[config.mk]
export PLATFORM = sky130hd
export DESIGN_NAME = imm_ext_pipe
export DESIGN_NICKNAME = d
export VERILOG_FILES = /design/src/rtl/imm_ext_pkg.sv /design/src/rtl/imm_ext_core.sv /design/src/rtl/imm_ext_pipe.sv
export SDC_FILE = /design/constraint.sdc
export NUM_CORES = 1
export LEC_CHECK = 0
export CAP_MARGIN = 10
export CORE_MARGIN = 2
export CORE_UTILIZATION = 30
export DETAILED_ROUTE_END_ITERATION = 8
export PLACE_DENSITY_LB_ADDON = 0.2
export SETUP_SLACK_MARGIN = 0.15
export SLEW_MARGIN = 20
export SYNTH_ARGS = -nofsm -noshare
export SYNTH_HDL_FRONTEND = slang
export SYNTH_SLANG_ARGS = --single-unit
[constraint.sdc]
create_clock -name clk -period 1.72 [get_ports clk]
set_clock_uncertainty 0.15 [all_clocks]
set_input_delay 0.43 -clock clk [delete_from_list [all_inputs] [get_ports clk]]
set_output_delay 0.43 -clock clk [all_outputs]
set_load 0.05 [all_outputs]
[src/rtl/imm_ext_pkg.sv]
`default_nettype none
// ============================================================================
// Module      : imm_ext_pkg
// Description : Shared types and default widths for the immediate extender.
// Revision    : 1.0 - initial release
// ============================================================================
package imm_ext_pkg;

    localparam int c_default_in_w  = 16;
    localparam int c_default_out_w = 32;

    typedef enum logic [1:0] {
        EXT_ZERO = 2'b00,
        EXT_SIGN = 2'b01,
        EXT_ONES = 2'b10,
        EXT_LUI  = 2'b11
    } ext_mode_t;

    typedef enum logic [1:0] {
        EMPTY = 2'b00,
        ONE   = 2'b01,
        TWO   = 2'b10
    } skid_state_t;

endpackage
`default_nettype wire

[src/rtl/imm_ext_core.sv]
`default_nettype none
// ============================================================================
// Module      : imm_ext_core
// Description : Combinational immediate extender (ZERO/SIGN/ONES/LUI).
//               LUI decoding is present only when IMM_EXT_LUI_EN is defined.
// Revision    : 1.0 - initial release
// ============================================================================
module imm_ext_core
    import imm_ext_pkg::*;
#(
    parameter int IN_W  = c_default_in_w,
    parameter int OUT_W = c_default_out_w
) (
    input  logic [IN_W-1:0]  data,
    input  ext_mode_t        mode,
    output logic [OUT_W-1:0] result
);

    generate
        if (OUT_W < IN_W) begin : g_width_check
            $error("imm_ext_core: OUT_W must be >= IN_W");
        end
    endgenerate

    // Ones above the immediate field; all-zero when the widths match.
    localparam logic [OUT_W-1:0] c_pad_mask = ~(OUT_W'({IN_W{1'b1}}));

    logic [OUT_W-1:0] w_zext;

    assign w_zext = OUT_W'(data);

    always_comb begin
        result = w_zext;
        case (mode)
            EXT_SIGN: if (data[IN_W-1]) result = w_zext | c_pad_mask;
            EXT_ONES: result = w_zext | c_pad_mask;
`ifdef IMM_EXT_LUI_EN
            EXT_LUI:  result = w_zext << (OUT_W - IN_W);
`endif
            default:  result = w_zext;
        endcase
    end

endmodule
`default_nettype wire

[src/rtl/imm_ext_pipe.sv]
`default_nettype none
// ============================================================================
// Module      : imm_ext_pipe
// Description : Immediate extender behind a 2-entry skid buffer with
//               valid/ready handshakes. LUI mode enabled by IMM_EXT_LUI_EN.
// Revision    : 1.0 - initial release
// ============================================================================
module imm_ext_pipe
    import imm_ext_pkg::*;
#(
    parameter int IN_W  = c_default_in_w,
    parameter int OUT_W = c_default_out_w
) (
    input  logic             clk,
    input  logic             rst_n,
    input  logic             in_valid,
    output logic             in_ready,
    input  logic [IN_W-1:0]  in_data,
    input  logic [1:0]       in_mode,
    output logic             out_valid,
    input  logic             out_ready,
    output logic [OUT_W-1:0] out_data
);

    skid_state_t      r_state;
    skid_state_t      w_state_nxt;
    logic             r_in_ready;
    logic [OUT_W-1:0] r_head;
    logic [OUT_W-1:0] r_tail;
    logic [OUT_W-1:0] w_ext;
    logic             w_accept;
    logic             w_drain;

    imm_ext_core #(
        .IN_W  (IN_W),
        .OUT_W (OUT_W)
    ) u_core (
        .data   (in_data),
        .mode   (ext_mode_t'(in_mode)),
        .result (w_ext)
    );

    assign w_accept  = in_valid && r_in_ready;
    assign w_drain   = (r_state != EMPTY) && out_ready;
    assign in_ready  = r_in_ready;
    assign out_valid = (r_state != EMPTY);
    assign out_data  = r_head;

    always_comb begin
        w_state_nxt = r_state;
        case (r_state)
            EMPTY: if (w_accept) w_state_nxt = ONE;
            ONE: begin
                if (w_accept && !w_drain)      w_state_nxt = TWO;
                else if (!w_accept && w_drain) w_state_nxt = EMPTY;
            end
            TWO:     if (w_drain) w_state_nxt = ONE;
            default: w_state_nxt = EMPTY;
        endcase
    end

    // in_ready is registered from the next state so out_ready never reaches it
    always_ff @(posedge clk or negedge rst_n) begin
        if (!rst_n) begin
            r_state    <= EMPTY;
            r_in_ready <= 1'b0;
        end else begin
            r_state    <= w_state_nxt;
            r_in_ready <= (w_state_nxt != TWO);
        end
    end

    always_ff @(posedge clk or negedge rst_n) begin
        if (!rst_n) begin
            r_head <= '0;
            r_tail <= '0;
        end else begin
            case (r_state)
                EMPTY: if (w_accept) r_head <= w_ext;
                ONE: begin
                    if (w_accept && w_drain) r_head <= w_ext;
                    else if (w_accept)       r_tail <= w_ext;
                end
                TWO:     if (w_drain) r_head <= r_tail;
                default: ;
            endcase
        end
    end

endmodule
`default_nettype wire

**Yosys cells after proc, flatten, opt, wreduce, memory -nomap -nowiden**

Cells that the tools add are included.

- Latch bits: 0
- Register bits after elaboration: 67
- Input port bits: 22
- Bits in read-only memories: 0
- Memory bits (writable): 0
- Memories: 0

- Bitwise logic cells: 1
- Muxes and demuxes: 11
- Equal/unequal tests: 8
- $add $sub $neg: 0
- Shifts and indexed selects: 0
- Divide/modulo/power cells: 0
- Multipliers: 0
- $lt $le $gt $ge: 0
- Reduce and logical (&&, ||, !) cells: 12

Operators with widths:

| operator | number |
|---|---|
| $mux 32 | 4 |
| $pmux 32 s3 | 1 |
| $pmux 32 s2 | 1 |
| $mux 2 | 4 |
| $ne 2x2->1 const B | 4 |
| $pmux 2 s3 | 1 |
| $logic_and 1x1->1 | 5 |
| $eq 2x1->1 const B | 2 |
| $eq 2x2->1 const B | 2 |
| $reduce_and 4->1 | 1 |
| $reduce_and 3->1 | 1 |
| $reduce_bool 3->1 | 1 |
| $logic_not 1->1 | 2 |
| $logic_not 2->1 | 1 |
| $reduce_bool 2->1 | 1 |
| $not 1->1 | 1 |

**Depth between registers and ports, before layout**

Gate-level depths: netlist of the first run.

- Depth in word-level cells: 7
- Depth in mapped cells: 5
- Gate-level depth less buffers: 5

**Cells and area by module**

From an unflattened synthesis of the first run, not the netlist that was laid out.

- Cell total of the unflattened synthesis: 231
- Area, all modules: 3183.1 um^2

By module, submodules not included:

| module | cells an instance | seq. area each (um^2) | area each (um^2) | times used |
|---|---|---|---|---|
| imm_ext_pipe | 194 | 1676.6 | 2909.0 | 1 |
| imm_ext_core | 37 | 0.0 | 274.0 | 1 |

**Worst setup path after synthesis of the first run**

No wires, ideal clock.

- Path kind: register -> register
- From: register r_in_ready (netlist: in_ready)
- To: register r_head[10] (netlist: out_data[10])
- Data required time: 1.445 ns
- Clock period less this slack: 2.161 ns
- Cell stages (with the launch flop): 5
- Arrival: 1.887 ns
- Setup time: 0.125 ns
- Setup slack: -0.441 ns
- Path through: dfrtp_1 nand2_1 o31ai_4 buf_4 mux2_2

- Cells in the longest elaborated chain, start to end: 4
- Elaborated cells on any way between the ends: 5
- Those cells by class: eq/ne: 2; reduce/logical: 3

RTL lines:

| what | line | RTL |
|---|---|---|
| start, declared | imm_ext_pipe.sv:27 | `logic r_in_ready;` |
| start signal, assigned | imm_ext_pipe.sv:69 | `r_in_ready <= (w_state_nxt != TWO);` |
| $logic_and 1x1->1 (*) | imm_ext_pipe.sv:43 | `assign w_accept = in_valid && r_in_ready;` |
| $logic_and 1x1->1 | imm_ext_pipe.sv:81 | `if (w_accept && w_drain) r_head <= w_ext;` |
| $ne 2x2->1 (no source line) | -- |  |
| $reduce_and 4->1 (no source line) (*) | -- |  |
| end signal, assigned | imm_ext_pipe.sv:79 | `EMPTY: if (w_accept) r_head <= w_ext;` |
| end signal, assigned | imm_ext_pipe.sv:81 |  |
| end signal, assigned | imm_ext_pipe.sv:84 | `TWO: if (w_drain) r_head <= r_tail;` |
| end, declared | imm_ext_pipe.sv:28 | `logic [OUT_W-1:0] r_head;` |

Mark *: on every way between the ends. The rest lies on a longest branch, timed or not.
A chain may end at the register's enable or synchronous reset.

**Final worst setup path of the first run**

- From: register r_state[0]
- To: register r_head[0] (netlist: out_data[0])

- Cells in the longest elaborated chain, start to end: 5
- Elaborated cells on any way between the ends: 12
- Those cells by class: eq/ne: 5; mux: 1; reduce/logical: 6

RTL lines:

| what | line | RTL |
|---|---|---|
| start, declared | imm_ext_pipe.sv:25 | `skid_state_t r_state;` |
| start signal, assigned | imm_ext_pipe.sv:68 | `r_state <= w_state_nxt;` |
| $reduce_bool 2->1 | imm_ext_pipe.sv:44 | `assign w_drain = (r_state != EMPTY) && out_ready;` |
| $logic_and 1x1->1 | imm_ext_pipe.sv:44 |  |
| $logic_and 1x1->1 | imm_ext_pipe.sv:81 |  |
| $ne 2x2->1 (no source line) | -- |  |
| $reduce_and 4->1 (no source line) | -- |  |

Several ways; a longest one is shown, not always the timed one.

==> results by group, run 1 <==
Worst setup path
  • R2R Path Start: r_state[0]
  • CP Data Arrival Time: 1.83 ns
  • CP Launch Type: flop
  • Critical path capture point type: flop
  • Setup Crit Path Kind: reg -> reg
  • Critical Path RT: 1.75 ns
  • Crit path launch: r_state[0]
  • CP Max Fanout: 5

Place
  • Final HPWL DP: 2830 um
  • GPL Wtd Cong: 0.7427
  • Worst slack, placed: -0.5078 ns
  • IO Port Bufs: 55

Global routing
  • Number of global-route vias before repair: 1,360
  • Remaining Overflow, GRT: 0
  • GRT Total Usage: 13.58%
  • Largest net degree at the start of global routing: 20
  • Global-route wire length before repair: 6548 um
  • Initial antenna violation count: 0

Layout
  • Layout cells sized above 1: 62.94%
  • Util after Layout: 52.57%
  • Antenna fix cells: 0
  • Synth-to-Final Area Change: 70.08%
  • NumNets Final: 220

Route
  • Final WL: 4113 um
  • Initial DRT Pass Iterations: 4
  • Initial drt markers: 32
  • Vias: 1,238
  • Drt via density: 4.551
  • Antenna viol nets, final: 0
  • Number of remaining DRC errors: 0
  • Wire per inst: 15.12 um

Die
  • IO Count: 56
  • Starting Density: 30.91%
  • Die area: 6703 um2
  • DIE WIDTH: 81.87 um
  • # rows: 28
  • Core ar.: 5886 um2
  • Die height: 81.87 um

Power
  • Pwr dens: 2073 nW/um2
  • Overall Power: 6.413 mW
  • Leak: 1.349 nW
  • Worst vdd ir: 1.113 mV

STA
  • Max Transition Viols Final: 0
  • PnR worst setup slack: -0.07288 ns
  • Worst Max-Slew Pin Slew: 0.4723 ns
  • Unrepaired setup endpoints after global routing: true
  • Min cycle time layout: 1.793 ns
  • Fmax achieved: 557.8 MHz
  • Slew margin rel.: 68.52%
  • Hold Vio Cnt, Final: 0
  • Final setup viols: 35
  • Final period utilization: 104.2%

Synth
  • Synthesis-stage register bit count: 37
  • Synth warn: 0
  • Syn Inst Count: 130
  • Post-Synthesis Cell Area: 1819 um2
  • Register area share after synthesis: 50.89%
  • Yosys cell types: 23
  • Synthesized area per cell: 13.99 um2
  • Syn nets: 154

CTS
  • Total CTS buffers: 5
  • Clock Latency Late Sink: 0.29 ns
  • Root Driver: clkbuf_8
  • H-tree Lvls: 2
  • CTS Sinks: 37
  • Bufs on Longest Clock Path: 2
  • CTS tree: done
  • Clock transition at the registers of the reported paths: 0.07 ns

Outcome
  • Run status: finished, violations left
  • Failing checks: setup timing

Hold path
  • Worst hold path type: reg -> reg
  • Hold_sp: r_tail[8]

Flow run
  • Maxcap violations: 0
[sequential cells by signal, summed over array words and instances (netlist names)]
name      count
in_ready      1
r_state       2
out_data     17
r_tail       17
[timing repair]
| action | CTS | global route |
|---|---|---|
| endpoints found under the setup margin | 51 | 51 |
| buffers inserted | 8 | 0 |
| cloned | 2 | 0 |
| pin swaps | 3 | 0 |
| hold endpoints to repair | 18 | 0 |
| gates resized for setup | 25 | 2 |
| hold buffers | 1 | 0 |
[critical path: stages (launching register included)]
cell     delay, ns
dfrtp_1       0.39
buf_4         0.16
and2b_4       0.18
o31ai_4       0.28
buf_4         0.21
mux2_2        0.33
[cell usage in the layout (no fill, tap or decap), drive strengths merged, types with 2 or more instances in the layout]
cell type	instances
buf	58
mux2	50
dfrtp	37
clkdlybuf4s50	18
clkbuf	6
inv	3
nand3b	2
ha	2
dlygate4sd2	2
nand2	2
o31ai	2
clkinv	2
[cells by family after synthesis]
logic type                 count (synthesis)  synth area share (%)
and+or+nand+nor                           11                 4.540
adders and majority gates                  2                 1.375
buffers and inverters                     23                 8.666
DFF                                       37                 50.89
muxes                                     51                 31.50
AOI/OAI and AO/OA                          6                 3.027
[metrics by stage]
step / hold slack (ns) / instance area [um2] / std cells / TNS (ns)
after floorplan: -0.01559 / 1856 / 130 / -1.653
after global placement: 0.2486 / 2795 / 253 / -15.64
after detailed placement: 0.2584 / 2795 / 253 / -16.32
after CTS: 0.3595 / 3088 / 272 / -1.095
after global routing: 0.3707 / 3094 / 272 / -3.816
final: 0.3566 / 3094 / 272 / -1.778
[layer usage]
metal / GRT usage (%) / wire length, um
met5: 0 / 0
met4: 6.667 / 97
met3: 4.615 / 258
met2: 22.93 / 2110
met1: 15.26 / 1647
[Yosys cell counts]
cell       n  area share (%)
mux2_2    50              31
dfrtp_1   37              51
buf_4     16             6.6
buf_2      3            0.83
inv_1      3            0.62
ha_1       2             1.4
nand2_1    2            0.41
nand3b_1   2            0.83
a21o_1     1            0.41
a21oi_1    1            0.27
and2b_4    1            0.55
buf_6      1            0.62
mux2i_1    1            0.55
nand2b_1   1            0.34
nand4b_1   1            0.48
nor2_1     1            0.21
nor2b_1    1            0.34
nor3b_4    1             1.0
o21a_1     1            0.41
o22ai_1    1            0.34
o31ai_1    1            0.41
o31ai_4    1             1.2
or2_2      1            0.34
[path summary, 6_finish.rpt]
path	slack [ns]	endpoint	cells past startpoint
setup / recovery	-0.07	out_data[0]	5
hold / removal	0.36	r_tail[8]	1
setup reg to reg	-0.07	out_data[0]	5
hold reg to reg	0.36	r_tail[8]	1
max in group asynchronous	0.47	in_ready	3
min in group asynchronous	0.47	out_data[2]	2
[final cells by class]
class                      count  area, um2
tap                           75      93.84
clock buffer                   6      82.58
clock inverter                 2      13.76
inverter                       3      11.26
multi-input combinational     70      793.3
timing repair buffer          79       1169
fill                         486       2791
sequential                    37      930.9
[where the power goes]
group	leakage (nW)	switching, mW	internal, mW	total [mW]
combinational	0.860	1.93	2.18	4.11
sequential	0.437	0.354	1.30	1.65
clock	0.0512	0.322	0.325	0.646
total	1.35	2.60	3.81	6.41
Note: power is estimated with default switching activity, not from simulation.
==> run 2, diff against run 1 <==
--- a/config.mk
+++ b/config.mk
@@ -9,6 +9,7 @@
 export CORE_MARGIN = 2
 export CORE_UTILIZATION = 30
 export DETAILED_ROUTE_END_ITERATION = 8
+export HOLD_SLACK_MARGIN = 0.03
 export PLACE_DENSITY_LB_ADDON = 0.2
 export SETUP_SLACK_MARGIN = 0.15
 export SLEW_MARGIN = 20
==> results of run 2 <==
Same layout as run 1: the final DEF is identical, and so are final timing and power.
==> run 3, diff against run 2 <==
--- a/config.mk
+++ b/config.mk
@@ -5,6 +5,7 @@
 export SDC_FILE = /design/constraint.sdc
 export NUM_CORES = 1
 export LEC_CHECK = 0
+export ABC_AREA = 1
 export CAP_MARGIN = 10
 export CORE_MARGIN = 2
 export CORE_UTILIZATION = 30
==> run 3 against run 2 <==
Net effect: the run now ends clean; critical endpoint is now out_data[29]; clock power fell by 11%; largest power group unchanged; maximum frequency rose by 10%; via count rose by 27%; highest routed layer unchanged; final cell count rose by 31%.
==> results by group, run 3 <==
CTS
  • Clock transition at the registers of the reported paths: 0.07 ns (about the same)
  • Root Driver: clkbuf_8 (unchanged)
  • Total CTS buffers: 5 (unchanged)
  • CTS tree: done (unchanged)
  • Clock Latency Late Sink: 0.28 ns (was 0.29 ns)
  • Bufs on Longest Clock Path: 2 (unchanged)
  • CTS Sinks: 37 (unchanged)
  • H-tree Lvls: 2 (unchanged)

STA
  • Worst hold margin: 0.02708 ns (was 0.3566 ns)
  • Final setup viols: 0 (was 35)
  • Max Transition Viols Final: 0 (unchanged)
  • Final period utilization: 94.55% (was 104.2%)
  • Hold Vio Cnt, Final: 0 (unchanged)
  • Unrepaired setup endpoints after global routing: true (unchanged)
  • Min cycle time layout: 1.626 ns (was 1.793 ns)
  • Post-Route Setup TNS: 0 ns (was -1.778 ns)
  • Slew margin rel.: 69.56% (was 68.52%)
  • Worst Max-Slew Pin Slew: 0.4565 ns (was 0.4723 ns)
  • Fmax achieved: 614.9 MHz (was 557.8 MHz)
  • PnR worst setup slack: 0.09375 ns (was -0.07288 ns)

Place
  • GPL Wtd Cong: 0.7364 (was 0.7427)
  • Worst slack, placed: -0.1306 ns (was -0.5078 ns)
  • Placed cell areas: 2829 um2 (was 2795 um2)
  • IO Port Bufs: 55 (unchanged)
  • Final HPWL DP: 2936 um (was 2830 um)
  • DP Cell Count: 344 (was 253)

Route
  • Final WL: 4077 um (was 4113 um)
  • Vias: 1,575 (was 1,238)
  • Initial drt markers: 49 (was 32)
  • Drt via density: 4.412 (was 4.551)
  • Initial DRT Pass Iterations: 4 (unchanged)
  • Wire per inst: 11.42 um (was 15.12 um)
  • Antenna viol nets, final: 0 (unchanged)
  • Number of remaining DRC errors: 0 (unchanged)

Die
  • Die area: 6988 um2 (was 6703 um2)
  • Core ar.: 6026 um2 (was 5886 um2)
  • DIE WIDTH: 83.60 um (was 81.87 um)
  • IO Count: 56 (unchanged)
  • Starting Density: 31.54% (was 30.91%)
  • Die height: 83.60 um (was 81.87 um)
  • # rows: 28 (unchanged)

Synth
  • Top-count cell post-synth: nand2_1 (was mux2_2)
  • Post-Synthesis Cell Area: 1901 um2 (was 1819 um2)
  • Post-synth top area share: 48.72% (was 50.89%)
  • Simple logic cell fraction of the synthesized area: 24.16% (was 4.539%)
  • Main combinational cell family by area after synthesis: simple AND/OR/NAND/NOR gates (was multiplexers)
  • Yosys top cell by area: dfrtp_1 (unchanged)
  • Portion of netlist area occupied by mux cells: 0% (was 31.50%)
  • Register area share after synthesis: 48.72% (was 50.89%)
  • Ys async rst share: 100.0% (unchanged)
  • Synthesis-stage register bit count: 37 (unchanged)
  • Top post-synthesis cells by area: dfrtp_1 49%, nand2_1 15%, buf_4 6.3%, o21ai_2 6.0%, nand3_1 5.3% (was dfrtp_1 51%, mux2_2 31%, buf_4 6.6%, ha_1 1.4%, o31ai_4 1.2%)
  • List of most frequent post-synthesis cells: 75 x nand2_1, 37 x dfrtp_1, 23 x inv_1 (was 50 x mux2_2, 37 x dfrtp_1, 16 x buf_4)
  • Synth Area in XOR/XNOR: 0% (unchanged)
  • Yosys cell types: 17 (was 23)
  • Number of synthesized flops with an enable pin: 0 (unchanged)
  • Compound-Gate Fraction of Synth Area: 11.78% (was 3.026%)
  • Main flop type after synthesis: dfrtp_1 (unchanged)
  • Syn nets: 248 (was 154)
  • Syn Inst Count: 224 (was 130)
  • Synthesized area per cell: 8.485 um2 (was 13.99 um2)
  • Post-synthesis adder-cell area fraction: 1.317% (was 1.376%)
  • Synth warn: 0 (unchanged)

Power
  • Leak: 1.469 nW (was 1.349 nW)
  • Switching share of total power: 44.75% (was 40.59%)
  • Worst vdd ir: 0.9960 mV (was 1.113 mV)
  • Clock power frac: 9.7% (was 10.1%)
  • Overall Power: 5.946 mW (was 6.413 mW)
  • P_sw: 2.661 mW (was 2.603 mW)
  • P_int: 3.285 mW (was 3.810 mW)
  • Pwr dens: 1996 nW/um2 (was 2073 nW/um2)
  • Share of power burned in registers: 26.9% (was 25.8%)
  • Combinational share of power: 63.4% (was 64.1%)

Global routing
  • Number of global-route vias before repair: 1,478 (was 1,360)
  • Remaining Overflow, GRT: 0 (unchanged)
  • Initial antenna violation count: 0 (unchanged)
  • GRT Total Usage: 12.03% (was 13.58%)
  • Largest net degree at the start of global routing: 38 (was 20)
  • Global-route wire length before repair: 6851 um (was 6548 um)

Outcome
  • Run status: finished clean (was finished, violations left)

Layout
  • Util after Layout: 49.44% (was 52.57%)
  • NumNets Final: 305 (was 220)
  • Commonest cells after routing, fill and taps aside: 73 x nand2_1, 36 x buf_12, 34 x dfrtp_1, 22 x inv_1 (was 38 x mux2_2, 37 x buf_12, 35 x dfrtp_1, 18 x clkdlybuf4s50_1, 12 x mux2_4)
  • Layout cells sized above 1: 30.50% (was 62.94%)
  • Antenna fix cells: 0 (unchanged)
  • Layout Cell Area excl Fill: 2979 um2 (was 3094 um2)
  • Synth-to-Final Area Change: 56.75% (was 70.08%)
  • Commonest non-fill, non-tap cell in the layout: nand2_1 (was mux2_2)
  • Post-Layout Cell Count: 357 (was 272)

Worst setup path
  • CP Max Fanout: 17 (was 5)
  • Critical Path RT: 1.14 ns (was 1.75 ns)
  • Critical path capture point type: output port (was flop)
  • Setup Crit Path Kind: reg -> out (was reg -> reg)
  • CP Data Arrival Time: 1.05 ns (was 1.83 ns)
  • CP Launch Type: flop (unchanged)

Hold path
  • Worst hold path type: in -> async (was reg -> reg)

Flow run
  • Maxcap violations: 0 (unchanged)
==> run 3: repair_timing <==
action,4_1_cts,5_1_grt
gates cloned,0,2
endpoints found under the setup margin,17,48
pin swaps,0,3
buffers inserted,2,1
hold buffers,0,0
gates resized for setup,1,10
==> run 3: power by group through the flow <==
stage / logic (mW) / clock network, mW / registers, mW
floorplan: 1.45 / 0 / 2.19
global placement: 3.61 / 0 / 1.63
detailed placement: 3.65 / 0 / 1.64
CTS: 3.70 / 0.595 / 1.60
global route: 3.99 / 0.633 / 1.65
finish: 3.77 / 0.577 / 1.60
==> run 3: metal layers <==
layer / track usage, % / vias to the layer above / part of all wire [%] / wire length, um
met4: 4.399 / 0 / 0.98 / 40
met2: 19.42 / 35 / 50 / 2030
met5: 0 / - / 0 / 0
li1: - / 802 / - / -
met3: 3.363 / 2 / 3.9 / 161
met1: 15.37 / 736 / 45 / 1844
==> run 3: worst paths after layout <==
| path | slack, ns | start | cells after the start | to |
|---|---|---|---|---|
| worst max-delay path | 0.09 | out_data[30] | 2 | out_data[29] |
| worst min-delay path | 0.03 | rst_n | 2 | r_tail[2] |
| worst max register to register | 0.33 | r_state[0] | 7 | r_tail[30] |
| worst min register to register | 0.34 | r_tail[5] | 2 | r_tail[5] |
| max in group asynchronous | 1.04 | rst_n | 2 | out_data[30] |
| min in group clk | 0.34 | r_tail[5] | 2 | r_tail[5] |
==> run 3: logic make-up after synthesis <==
| family | after synthesis |
|---|---|
| fa+ha+maj | 2 |
| buf+inv | 48 |
| flops | 37 |
| simple gates | 102 |
| compound gates | 35 |
==> run 3: critical path: stages, from the launching register on <==
cell and delay [ns]:
dfrtp_2 0.41, buf_12 0.18, buf_12 0.16
==> run 3: area by class of cell <==
| class | instances | area (um2) |
|---|---|---|
| Timing Repair Buffer | 72 | 1051 |
| Fill cell | 580 | 3047 |
| Inverter | 26 | 97.59 |
| Multi-Input combinational cell | 139 | 726.9 |
| Tap cell | 75 | 93.84 |
| Clock buffer | 8 | 80.08 |
| Sequential cell | 37 | 929.6 |
==> patch 1, RTL diff (settings of run 1) <==
The option `IMM_EXT_LUI_EN` is turned on by a define.
--- a/src/rtl/imm_ext_core.sv
+++ b/src/rtl/imm_ext_core.sv
@@ -6,4 +6,6 @@
 // Revision    : 1.0 - initial release
 // ============================================================================
+`define IMM_EXT_LUI_EN
+
 module imm_ext_core
     import imm_ext_pkg::*;
Function: changed (Yosys sat finds a counterexample within 4 cycles, from zero or initial values and one cycle with rst_n low).
==> patch 1 against run 1 <==
The run still ends with setup timing left. Power is 53% higher. Wire length is 120% higher. Clock power up 80%. Worst setup slack better by 0.036 ns. Area after synthesis grew 82%. Cell area up 70%. Count of clock-buffer cells in the layout up 3. Die area is 78% higher. Synthesized cell count increased by 100%. Global-route usage up 2.2 points. Sequential cell count up 30. Critical endpoint is now out_data[31]. Largest cell class is now flip-flops and latches. Largest power group unchanged.
==> patch 1: results (changes against run 1) <==
| Metric | Value |
|---|---|
| Met3 layer usage reported by global route | `4.30% (was 4.62%)` |
| Met3 routed wirelength | `407 um (was 258 um)` |
| Actual transition at the worst max-transition pin | `0.394 ns (was 0.472 ns)` |
| Vias in the first global route | `2,712 (was 1,360)` |
| Syn Nets | `288 (was 154)` |
| # rows | `38 (was 28)` |
| Fraction of area in clock buffers and inverters | `3.22% (was 3.11%)` |
| Depth of the most critical reg-to-reg path | `6 (was 5)` |
| Leakage | `2.27 nW (was 1.35 nW)` |
| FF+latch count, synth | `67 (was 37)` |
| Proportion of cell area occupied by multi-input gates | `31.3% (was 25.6%)` |
| Combinational-cell power consumption | `5.67 mW (was 4.11 mW)` |
| Total vias in the final route | `2,527 (was 1,238)` |
| Multi-input combinational gate total | `159 (was 70)` |
| Worst path top cell family by delay | `buffers and inverters (was flip-flops)` |
| Final Routed Wirelength | `9.08 mm (was 4.11 mm)` |
| Post-CTS setup repair buffer count | `7 (was 8)` |
| Maximum number of pins on one net before global-route repair | `68 (was 20)` |
| Routability cong. | `0.744 (was 0.743)` |
| PnR worst setup slack | `-0.0368 ns (was -0.0729 ns)` |
| End of the critical path | `out_data[31] (was out_data[0])` |
| Run status | `finished, violations left (unchanged)` |
| Overall global routing resource usage | `15.8% (was 13.6%)` |
| Launch point of the worst reg-to-reg path | `r_state[1] (was r_state[0])` |
| Sequential share of the synthesized area | `50.6% (was 50.9%)` |
| Fraction of layout cells with a size suffix above 1 | `54.1% (was 62.9%)` |
| Hpwl dp | `5.67 mm (was 2.83 mm)` |
| Wire length of the first global-routing pass | `14.3 mm (was 6.55 mm)` |
| Total Power | `9.83 mW (was 6.41 mW)` |
| M1 wire length | `4.38 mm (was 1.65 mm)` |
| Placed cell count | `478 (was 253)` |
| Setup Viol. Count Final | `18 (was 35)` |
| Area contributors post-synth | `sky130_fd_sc_hd__dfrtp_1 51%, sky130_fd_sc_hd__mux2_2 13%, sky130_fd_sc_hd__mux2_4 7.7% (was sky130_fd_sc_hd__dfrtp_1 51%, sky130_fd_sc_hd__mux2_2 31%, sky130_fd_sc_hd__buf_4 6.6%)` |
| Launch instance of the worst min-delay path | `r_tail[15] (was r_tail[8])` |
| 1st-iter DRT viols | `89 (was 32)` |
| Count of non-filler cells in the finished layout | `508 (was 272)` |
| Met1 capacity usage during global routing | `22.0% (was 15.3%)` |
| Violated checks | `setup timing (unchanged)` |
| Non-clock buffer area fraction after layout | `29.1% (was 37.8%)` |
| Fillcell total | `971 (was 486)` |
| Buffers, non-clock | `113 (was 79)` |
patch 1: changes by cell type after synthesis, moves of 10 or more:
cell,delta
sky130_fd_sc_hd__buf_4,-14
sky130_fd_sc_hd__o2111ai_1,+13
sky130_fd_sc_hd__a21boi_0,+16
sky130_fd_sc_hd__clkbuf_1,+10
sky130_fd_sc_hd__o211ai_1,+13
sky130_fd_sc_hd__mux2_2,-13
sky130_fd_sc_hd__o22ai_1,+12
sky130_fd_sc_hd__inv_1,+10
sky130_fd_sc_hd__o21ai_0,+13
sky130_fd_sc_hd__a2bb2oi_1,+13
sky130_fd_sc_hd__mux2_4,+17
sky130_fd_sc_hd__dfrtp_1,+30
patch 1: kinds of logic after synthesis:
family	Yosys count	synth area share, %
AOI/OAI and AO/OA	90	20.2
DFF	67	50.6
muxes	55	20.6
buffers and inverters	40	5.89
and+or+nand+nor	14	2.72
==> patch 2, RTL diff (flow settings as in run 1) <==
Without the edit above. Re-encode `skid_state_t` (3 states) as one-hot, 3 bits wide.
--- a/src/rtl/imm_ext_pkg.sv
+++ b/src/rtl/imm_ext_pkg.sv
@@ -17,8 +17,8 @@
     } ext_mode_t;
 
-    typedef enum logic [1:0] {
-        EMPTY = 2'b00,
-        ONE   = 2'b01,
-        TWO   = 2'b10
+    typedef enum logic [2:0] {
+        EMPTY = 3'b001,
+        ONE   = 3'b010,
+        TWO   = 3'b100
     } skid_state_t;
 
Function: same outputs for any inputs over 10 cycles, from zero or initial values and one cycle with rst_n low; not proved beyond that.
==> patch 2 against run 1 <==
The run still ends with setup timing left. Combinational power up 16%. Wire length up 1.9%. Area after synthesis up 3.8%. Power up 11%. Worst setup slack worse by 0.10 ns. Sequential cell count up 1. Cell area up 4.4%. Non-clock buffer count up 2.
==> patch 2: results (changes against run 1) <==
| Metric | Value |
|---|---|
| Run status | `finished, violations left (unchanged)` |
| Violated checks | `setup timing (unchanged)` |
| Sequential share of power | `24.1% (was 25.8%)` |
| Placement-stage worst setup slack | `-0.538 ns (was -0.508 ns)` |
| Vias in the first global route | `1,416 (was 1,360)` |
| Hpwl dp | `2.97 mm (was 2.83 mm)` |
| Adder-Cell Fraction of Synth Area | `1.33% (was 1.38%)` |
| Routing usage on met2 | `19.6% (was 22.9%)` |
| Overall global routing resource usage | `13.0% (was 13.6%)` |
| List of most frequent post-synthesis cells | `42 x sky130_fd_sc_hd__mux2_2, 37 x sky130_fd_sc_hd__dfrtp_1, 15 x sky130_fd_sc_hd__buf_4 (was 50 x sky130_fd_sc_hd__mux2_2, 37 x sky130_fd_sc_hd__dfrtp_1, 16 x sky130_fd_sc_hd__buf_4)` |
| PnR worst setup slack | `-0.173 ns (was -0.0729 ns)` |
| Fillcell total | `462 (was 486)` |
| Setup Viol. Count Final | `37 (was 35)` |
| Arrival @ worst endpoint | `1.92 ns (was 1.83 ns)` |
| Met3 layer usage reported by global route | `3.88% (was 4.62%)` |
| Clock-net power | `0.632 mW (was 0.646 mW)` |
| Routability cong. | `0.792 (was 0.743)` |
| Number of nets in the layout | `227 (was 220)` |
| Synth cell types | `22 (was 23)` |
| Wire length of the first global-routing pass | `7.20 mm (was 6.55 mm)` |
| Highest clock frequency the design can meet | `528 MHz (was 558 MHz)` |
| Area contributors post-synth | `sky130_fd_sc_hd__dfrtp_1 49%, sky130_fd_sc_hd__mux2_2 25%, sky130_fd_sc_hd__mux2_4 7.2% (was sky130_fd_sc_hd__dfrtp_1 51%, sky130_fd_sc_hd__mux2_2 31%, sky130_fd_sc_hd__buf_4 6.6%)` |
| Maximum number of pins on one net before global-route repair | `21 (was 20)` |
| Met1 capacity usage during global routing | `18.3% (was 15.3%)` |
| Max rail drop VDD | `1400 uV (was 1110 uV)` |
| 1st-iter DRT viols | `44 (was 32)` |
| Max transition margin | `68.8% (was 68.5%)` |
| Vias per inst | `4.62 (was 4.55)` |
| Fraction of layout cells with a size suffix above 1 | `64.2% (was 62.9%)` |
| Routed wire per std cell | `15.0 um (was 15.1 um)` |
[patch 2: changes by cell type after synthesis, sizes merged, moves of 2 or more]
cell,before,now
a21oi,1,3
nand2,2,4
nand3b,2,0
o31ai,2,0
[patch 2: stage by stage]
| stage | setup TNS (ns) | cell area (um2) | cells | utilization (%) | power (mW) |
|---|---|---|---|---|---|
| after floorplan | -4.43 | 1970 | 135 | - | 4.22 |
| after global placement | -16.28 | 2910 | 262 | 48.5 | 6.07 |
| after detailed placement | -16.84 | 2910 | 262 | 48.5 | 6.13 |
| after CTS | -4.64 | 3190 | 278 | 53.2 | 7.09 |
| after global routing | -7.42 | 3230 | 279 | 53.9 | 7.41 |
| final | -4.93 | 3230 | 279 | 53.9 | 7.11 |
[patch 2: path summary, 6_finish.rpt]
| check | start | depth (start not counted) | slack [ns] | to |
|---|---|---|---|---|
| worst min-delay path | r_tail[4] | 1 | 0.36 | r_tail[4] |
| worst min register to register | r_tail[4] | 1 | 0.36 | r_tail[4] |
| min in group asynchronous | rst_n | 2 | 0.49 | r_tail[30] |
| worst max register to register | r_state[0] | 4 | -0.17 | r_tail[13] |
| max in group asynchronous | rst_n | 3 | 0.41 | out_data[6] |
| worst max-delay path | r_state[0] | 4 | -0.17 | r_tail[13] |
[patch 2: layout make-up]
type | count | area share (%)
multi-input cells | 74 | 27.8
clock inverters | 1 | 0.155
inverters | 3 | 0.349
repair buffers | 81 | 36.5
flip-flops and latches | 38 | 29.6
well taps | 75 | 2.90
clock buffers | 7 | 2.67
[patch 2: worst max-delay path, cell delays in order (launching register included)]
cell,delay (ns)
sky130_fd_sc_hd__dfstp_2,0.38
sky130_fd_sc_hd__and2b_1,0.24
sky130_fd_sc_hd__or4b_4,0.55
sky130_fd_sc_hd__buf_6,0.18
sky130_fd_sc_hd__mux2_4,0.29
[patch 2: kinds of logic after synthesis]
logic type | count (synthesis)
AO/OA/AOI/OAI | 8
adder cells (fa/ha/maj) | 2
buffers and inverters | 23
flip-flops | 38
multiplexers | 51
AND/OR/NAND/NOR | 13
[patch 2: what timing repair did]
item                                    4_1_cts  5_1_grt
hold endpoints to repair                     17        0
endpoints found under the setup margin       53       56
pin swaps                                     1        1
hold buffers                                  1        0
buffers inserted                              6        1
cloned                                        1        0
resized for setup                            25       11
[patch 2: layer usage]
layer | vias to the layer above | routed length (um)
met1 | 642 | 1960
met2 | 53 | 1930
met4 | 0 | 21
met5 | - | 0
met3 | 4 | 276
li1 | 590 | -
